<file path="src/rtl/hazard_stall_controller.sv">
// hazard_stall_controller: load-use/MDU-scoreboard/branch stall+flush control, RF write-port arbitration, stall counter
module hazard_stall_controller #(
  parameter int REGISTER_ADDR_WIDTH = 5,
  parameter int WAIT_LIMIT = 4,
  parameter int CNT_WIDTH = 32
) (
  input  logic                           clk,
  input  logic                           rst,
  input  logic                           valid_ID,
  input  logic [REGISTER_ADDR_WIDTH-1:0] rs1_ID,
  input  logic [REGISTER_ADDR_WIDTH-1:0] rs2_ID,
  input  logic                           use_rs1_ID,
  input  logic                           use_rs2_ID,
  input  logic [REGISTER_ADDR_WIDTH-1:0] rd_ID,
  input  logic                           reg_write_ID,
  input  logic                           mdu_op_ID,
  input  logic                           mem_read_EX,
  input  logic                           reg_write_EX,
  input  logic [REGISTER_ADDR_WIDTH-1:0] rd_EX,
  input  logic                           branch_taken_EX,
  input  logic                           reg_write_WB,
  input  logic                           mdu_result_valid,
  input  logic [REGISTER_ADDR_WIDTH-1:0] mdu_rd,
  output logic                           stall_IF,
  output logic                           stall_ID,
  output logic                           bubble_EX,
  output logic                           flush_IF_ID,
  output logic                           mdu_issue,
  output logic                           mdu_wb_grant,
  output logic                           mdu_busy,
  output logic [CNT_WIDTH-1:0]           stall_cycles
);
  localparam int NREG = 1 << REGISTER_ADDR_WIDTH;
  localparam int WW = $clog2(WAIT_LIMIT + 1);
  typedef enum logic [1:0] {IDLE, BUSY, DRAIN} state_t;
  state_t r_state, w_next;
  logic [NREG-1:0] r_sb, w_sb_next;
  logic [WW-1:0] r_wait, w_wait_next;
  logic [CNT_WIDTH-1:0] r_cnt;
  logic w_load_use, w_sb_hz, w_waw, w_struct, w_hz;
  assign w_load_use = mem_read_EX & reg_write_EX & (rd_EX != '0) &
                      ((use_rs1_ID & (rs1_ID == rd_EX)) | (use_rs2_ID & (rs2_ID == rd_EX)));
  assign w_sb_hz = (use_rs1_ID & r_sb[rs1_ID]) | (use_rs2_ID & r_sb[rs2_ID]);
  assign w_waw = reg_write_ID & (rd_ID != '0) & r_sb[rd_ID];
  assign w_struct = mdu_op_ID & (r_state != IDLE);
  assign w_hz = (valid_ID & (w_load_use | w_sb_hz | w_waw | w_struct)) | (r_state == DRAIN);
  assign stall_ID = w_hz & ~branch_taken_EX;
  assign stall_IF = stall_ID;
  assign bubble_EX = w_hz | branch_taken_EX;
  assign flush_IF_ID = branch_taken_EX;
  assign mdu_issue = valid_ID & mdu_op_ID & ~w_hz & ~branch_taken_EX;
  assign mdu_wb_grant = mdu_result_valid & (r_state != IDLE) & ~reg_write_WB;
  assign mdu_busy = r_state != IDLE;
  assign stall_cycles = r_cnt;
  always_comb begin
    w_sb_next = r_sb;
    if (mdu_wb_grant) w_sb_next[mdu_rd] = 1'b0;
    if (mdu_issue && rd_ID != '0) w_sb_next[rd_ID] = 1'b1;
  end
  always_comb begin
    w_next = r_state;
    w_wait_next = r_wait;
    if (mdu_wb_grant) begin
      w_next = IDLE;
      w_wait_next = '0;
    end else if (mdu_issue) begin
      w_next = BUSY;
    end else if (r_state == BUSY && mdu_result_valid) begin
      w_wait_next = r_wait + 1'b1;
      w_next = (w_wait_next == WW'(WAIT_LIMIT)) ? DRAIN : BUSY;
    end
  end
  always_ff @(posedge clk or posedge rst) begin
    if (rst) begin
      r_state <= IDLE;
      r_sb <= '0;
      r_wait <= '0;
      r_cnt <= '0;
    end else begin
      r_state <= w_next;
      r_sb <= w_sb_next;
      r_wait <= w_wait_next;
      r_cnt <= (stall_ID && !(&r_cnt)) ? r_cnt + 1'b1 : r_cnt;
    end
  end
endmodule

</file>
<file path="config.mk">
export PLATFORM = sky130hd
export DESIGN_NAME = hazard_stall_controller
export DESIGN_NICKNAME = d
export VERILOG_FILES = /design/src/rtl/hazard_stall_controller.sv
export SDC_FILE = /design/constraint.sdc
export NUM_CORES = 1
export LEC_CHECK = 0
export ABC_CLOCK_PERIOD_IN_PS = 2600
export CAP_MARGIN = 5
export CORE_ASPECT_RATIO = 1.2
export CORE_MARGIN = 2
export CORE_UTILIZATION = 30
export DETAILED_ROUTE_END_ITERATION = 6
export HOLD_SLACK_MARGIN = 0.02
export RECOVER_POWER = 25
export SETUP_SLACK_MARGIN = 0.3
export SYNTH_ARGS = -nofsm -noshare
export SYNTH_HDL_FRONTEND = slang
export SYNTH_SLANG_ARGS = --single-unit
</file>
<file path="constraint.sdc">
create_clock -name clk -period 2.6 [get_ports clk]
set_input_delay 0.39 -clock clk [delete_from_list [all_inputs] [get_ports clk]]
set_output_delay 0.39 -clock clk [all_outputs]
set_load 0.01 [all_outputs]
</file>
==> results.py <==
metrics = {
    "hold_path": {
        "hold_start": "rd_ID[0]",
        "min_path_cells": 2,
        "hold_class": "input port to flip-flop",
        "min_to": "r_sb[18]",
    },
    "finish": {
        "fin_area_sq_um": 6804,
        "drive_gt1_frac": 0.3808,
        "fin_cells": 739,
        "nets": 597,
        "syn_to_final_growth_pct": 57.58,
        "fill_cells": 1257,
    },
    "cts": {
        "root_buffer": "clkbuf_16",
        "cts_hold_buffers": 0,
        "cts_buffer_depth": 2,
        "numClockSinks": 69,
        "cts_tree": "built",
        "h-tree-depth": 3,
        "insertion_delay_ps": 340,
        "clkTransAtPathRegs_ps": 60,
        "cts_inserted_buffers": 9,
    },
    "grt": {
        "grt_usage": 0.1853,
        "use_met1": 0.2138,
        "grt_max_degree": 70,
        "top_usage_layer": "met2",
        "grt_pass1_wl_um": 22250,
        "use_met3": 0.05190,
        "grt_pass1_vias": 4253,
        "grt_overflow": 0,
        "antenna_found_initial": 2,
        "use_met2": 0.3187,
    },
    "yosys": {
        "syn-num-nets": 456,
        "yosys.area.top_type": "dfrtp_1",
        "synth-edff-count": 0,
        "synthTopCellsByArea": "dfrtp_1, mux4_2, xnor2_1",
        "netlist_area_sq_um": 4318,
        "synth_compound_area_frac": 0.1460,
        "netlist.area_leader.share": 0.3999,
        "synth_mux_area_frac": 0.1385,
        "synth_cells": 416,
        "synth.avg_cell_area_sq_um": 10.38,
        "synth-seq-area-share": 0.3999,
        "yosys.area_share.adder": 0.008693,
        "synth-async-reset-ratio": 1.000,
        "synth-seq-cells": 69,
        "synthXorXnorAreaFrac": 0.08316,
        "yosysMostFrequentCell": "dfrtp_1",
        "yosys.area_share.simple": 0.1884,
        "synth_cell_types": 49,
        "ys_top_cells_by_count": "dfrtp_1, o21ai_0, xnor2_1",
        "ys.flop_type": "dfrtp_1",
        "ys_warn_count": 0,
        "synth_top_family_by_area": "simple AND/OR/NAND/NOR gates",
    },
    "sta": {
        "fin_crit_ps": 3077,
        "final-setup-viol-count": 62,
        "final-hold-violation-count": 0,
        "slew_viol_final": 70,
        "fin_crit_sh": 1.183,
        "slew_headroom": -0.1823,
        "final.setup.tns_ps": -15830,
        "rsz0062_at_grt": "yes",
        "worst_pin_slew_ps": 1773,
        "fin_ws_ps": -476.9,
        "max_freq_ghz": 0.3250,
        "whs_ps": 387.1,
        "finClkSkew_ps": 11.06,
    },
    "floorplanning": {
        "rows": 48,
        "core_sq_um": 14230,
        "boundaryPins": 76,
        "die-area_sq_um": 15370,
        "dieWidth_um": 113.5,
        "die_y_um": 135.4,
        "start_util": 0.3034,
    },
    "placement": {
        "place_congestion": 0.9187,
        "placed_area_sq_um": 5715,
        "place.detailed.hpwl_um": 9810,
        "port_buffers": 75,
        "dp.cells": 707,
    },
    "setup_path": {
        "crit_path_end_kind": "output port",
        "r2r-start": "r_sb[12]",
        "required_ps": 2210,
        "critPathKind": "flip-flop to output port",
        "regToRegSetupSlack_ps": -470,
        "path_max_fanout": 4,
        "crit_start": "r_sb[12]",
        "crit_arrival_ps": 2690,
        "rr_endpoint": "r_sb[6]",
        "r2r_cells": 11,
        "worstSetupStartpointType": "flip-flop",
    },
    "detailed_routing": {
        "vias_per_cell": 5.476,
        "routed_wl_um": 14380,
        "postRouteAntennaNets": 0,
        "drt_pass1_iterations": 4,
        "drc_errors": 0,
        "wire_per_inst_um": 19.45,
        "drtIter0Drc": 171,
        "vias": 4047,
    },
    "pwr": {
        "p_sw_frac": 0.3313,
        "ir_drop_mv": 0.4414,
        "p_per_area_nw_per_um2": 583.6,
        "p_seq_frac": 0.346,
        "combPwrFrac": 0.365,
        "power.leakage_nw": 2.833,
        "internal_power_w": 0.002656,
        "p_sw_w": 0.001315,
        "power_w": 0.003971,
        "p_clk_frac": 0.289,
    },
    "job": {
        "drv_cap": 1,
    },
    "status": {
        "status": "finished, violations left",
        "violations": "capacitance limit, slew limit, setup timing",
    },
}
## through the flow
step	utilization	setup WS [ps]
2_1_floorplan	-	-95.96
3_3_place_gp	0.4015	-1182
3_5_place_dp	0.4015	-1208
4_1_cts	0.4481	-510.0
5_1_grt	0.4778	-535.9
6_report	0.4780	-476.9
## logic make-up (layout without fill, tap and decap cells)
kind of cell	after synthesis	count (layout)
buf+inv	34	180
xor+xnor	41	41
mux	37	37
fa+ha+maj	3	3
simple gates	137	137
other cells	0	2
compound gates	95	95
flops	69	69
## placed cells by master, fill, tap and decap left out, types with 9 or more instances in the layout
| cell type | count |
|---|---|
| buf_4 | 65 |
| mux2i_1 | 17 |
| o21ai_2 | 14 |
| nand4_1 | 13 |
| o31ai_4 | 14 |
| xnor2_1 | 29 |
| clkbuf_16 | 11 |
| o21ai_0 | 40 |
| and3_1 | 17 |
| clkdlybuf4s50_1 | 60 |
| dfrtp_1 | 68 |
| nand2_1 | 15 |
| mux4_2 | 18 |
| buf_6 | 11 |
| xnor2_2 | 12 |
| nor2_1 | 9 |
| nand3_2 | 9 |
| nand3b_1 | 12 |
| nand3_1 | 10 |
## metal layers
metal,up-vias,part of all wire
li1,1858,-
met5,-,0
met2,146,0.52
met1,2008,0.39
met3,35,0.063
met4,0,0.030
## power groups by stage
stage | combinational [W] | clock (W) | sequential, W
final | 0.00145 | 0.00115 | 0.00137
after global routing | 0.00155 | 0.00122 | 0.00139
after CTS | 0.00123 | 0.00117 | 0.00136
after detailed placement | 0.00105 | 0 | 0.00138
after global placement | 0.00102 | 0 | 0.00137
after floorplan | 0.000572 | 0 | 0.00135
## worst max path at each step
stage                           end  slack, ps  cells after the start
after floorplan           mdu_issue       -100                      9
after detailed placement  mdu_issue      -1210                      9
after CTS                 bubble_EX       -510                      9
after global routing      bubble_EX       -540                      9
after global placement    mdu_issue      -1180                      9
final                     bubble_EX       -480                      9
## cell type report
type                       count  area [sq um]  share of cell area
antenna                        2         5.005           0.0007356
clock buffer                   9         225.2             0.03310
clock inverter                 7         50.05            0.007356
inverter                       5         21.27            0.003126
multi-input combinational    313          3010              0.4424
sequential                    69          1728              0.2540
tap                          175         219.0             0.03218
timing repair buffer         159          1545              0.2271
## critical path: stages (launching register included)
cell and delay, ps:
dfrtp_1 450, mux4_2 470, or2_1 220, a41o_1 190
o2111ai_2 250, nand4_4 150, buf_6 150, o21a_1 120
or2_4 240, buf_6 120
## what timing repair did
item,in CTS,in global routing
resized for setup,100,63
endpoints found under the setup margin,69,68
hold endpoints to repair,0,0
gates cloned,2,2
pin swaps,14,25
setup buffers,7,3
## registers in the layout (all words and copies together), names as in the netlist
signal and count:
r_wait 3, r_sb 32, stall_cycles 32, r_state 2
No activity file was read; power rests on OpenSTA's default activity.
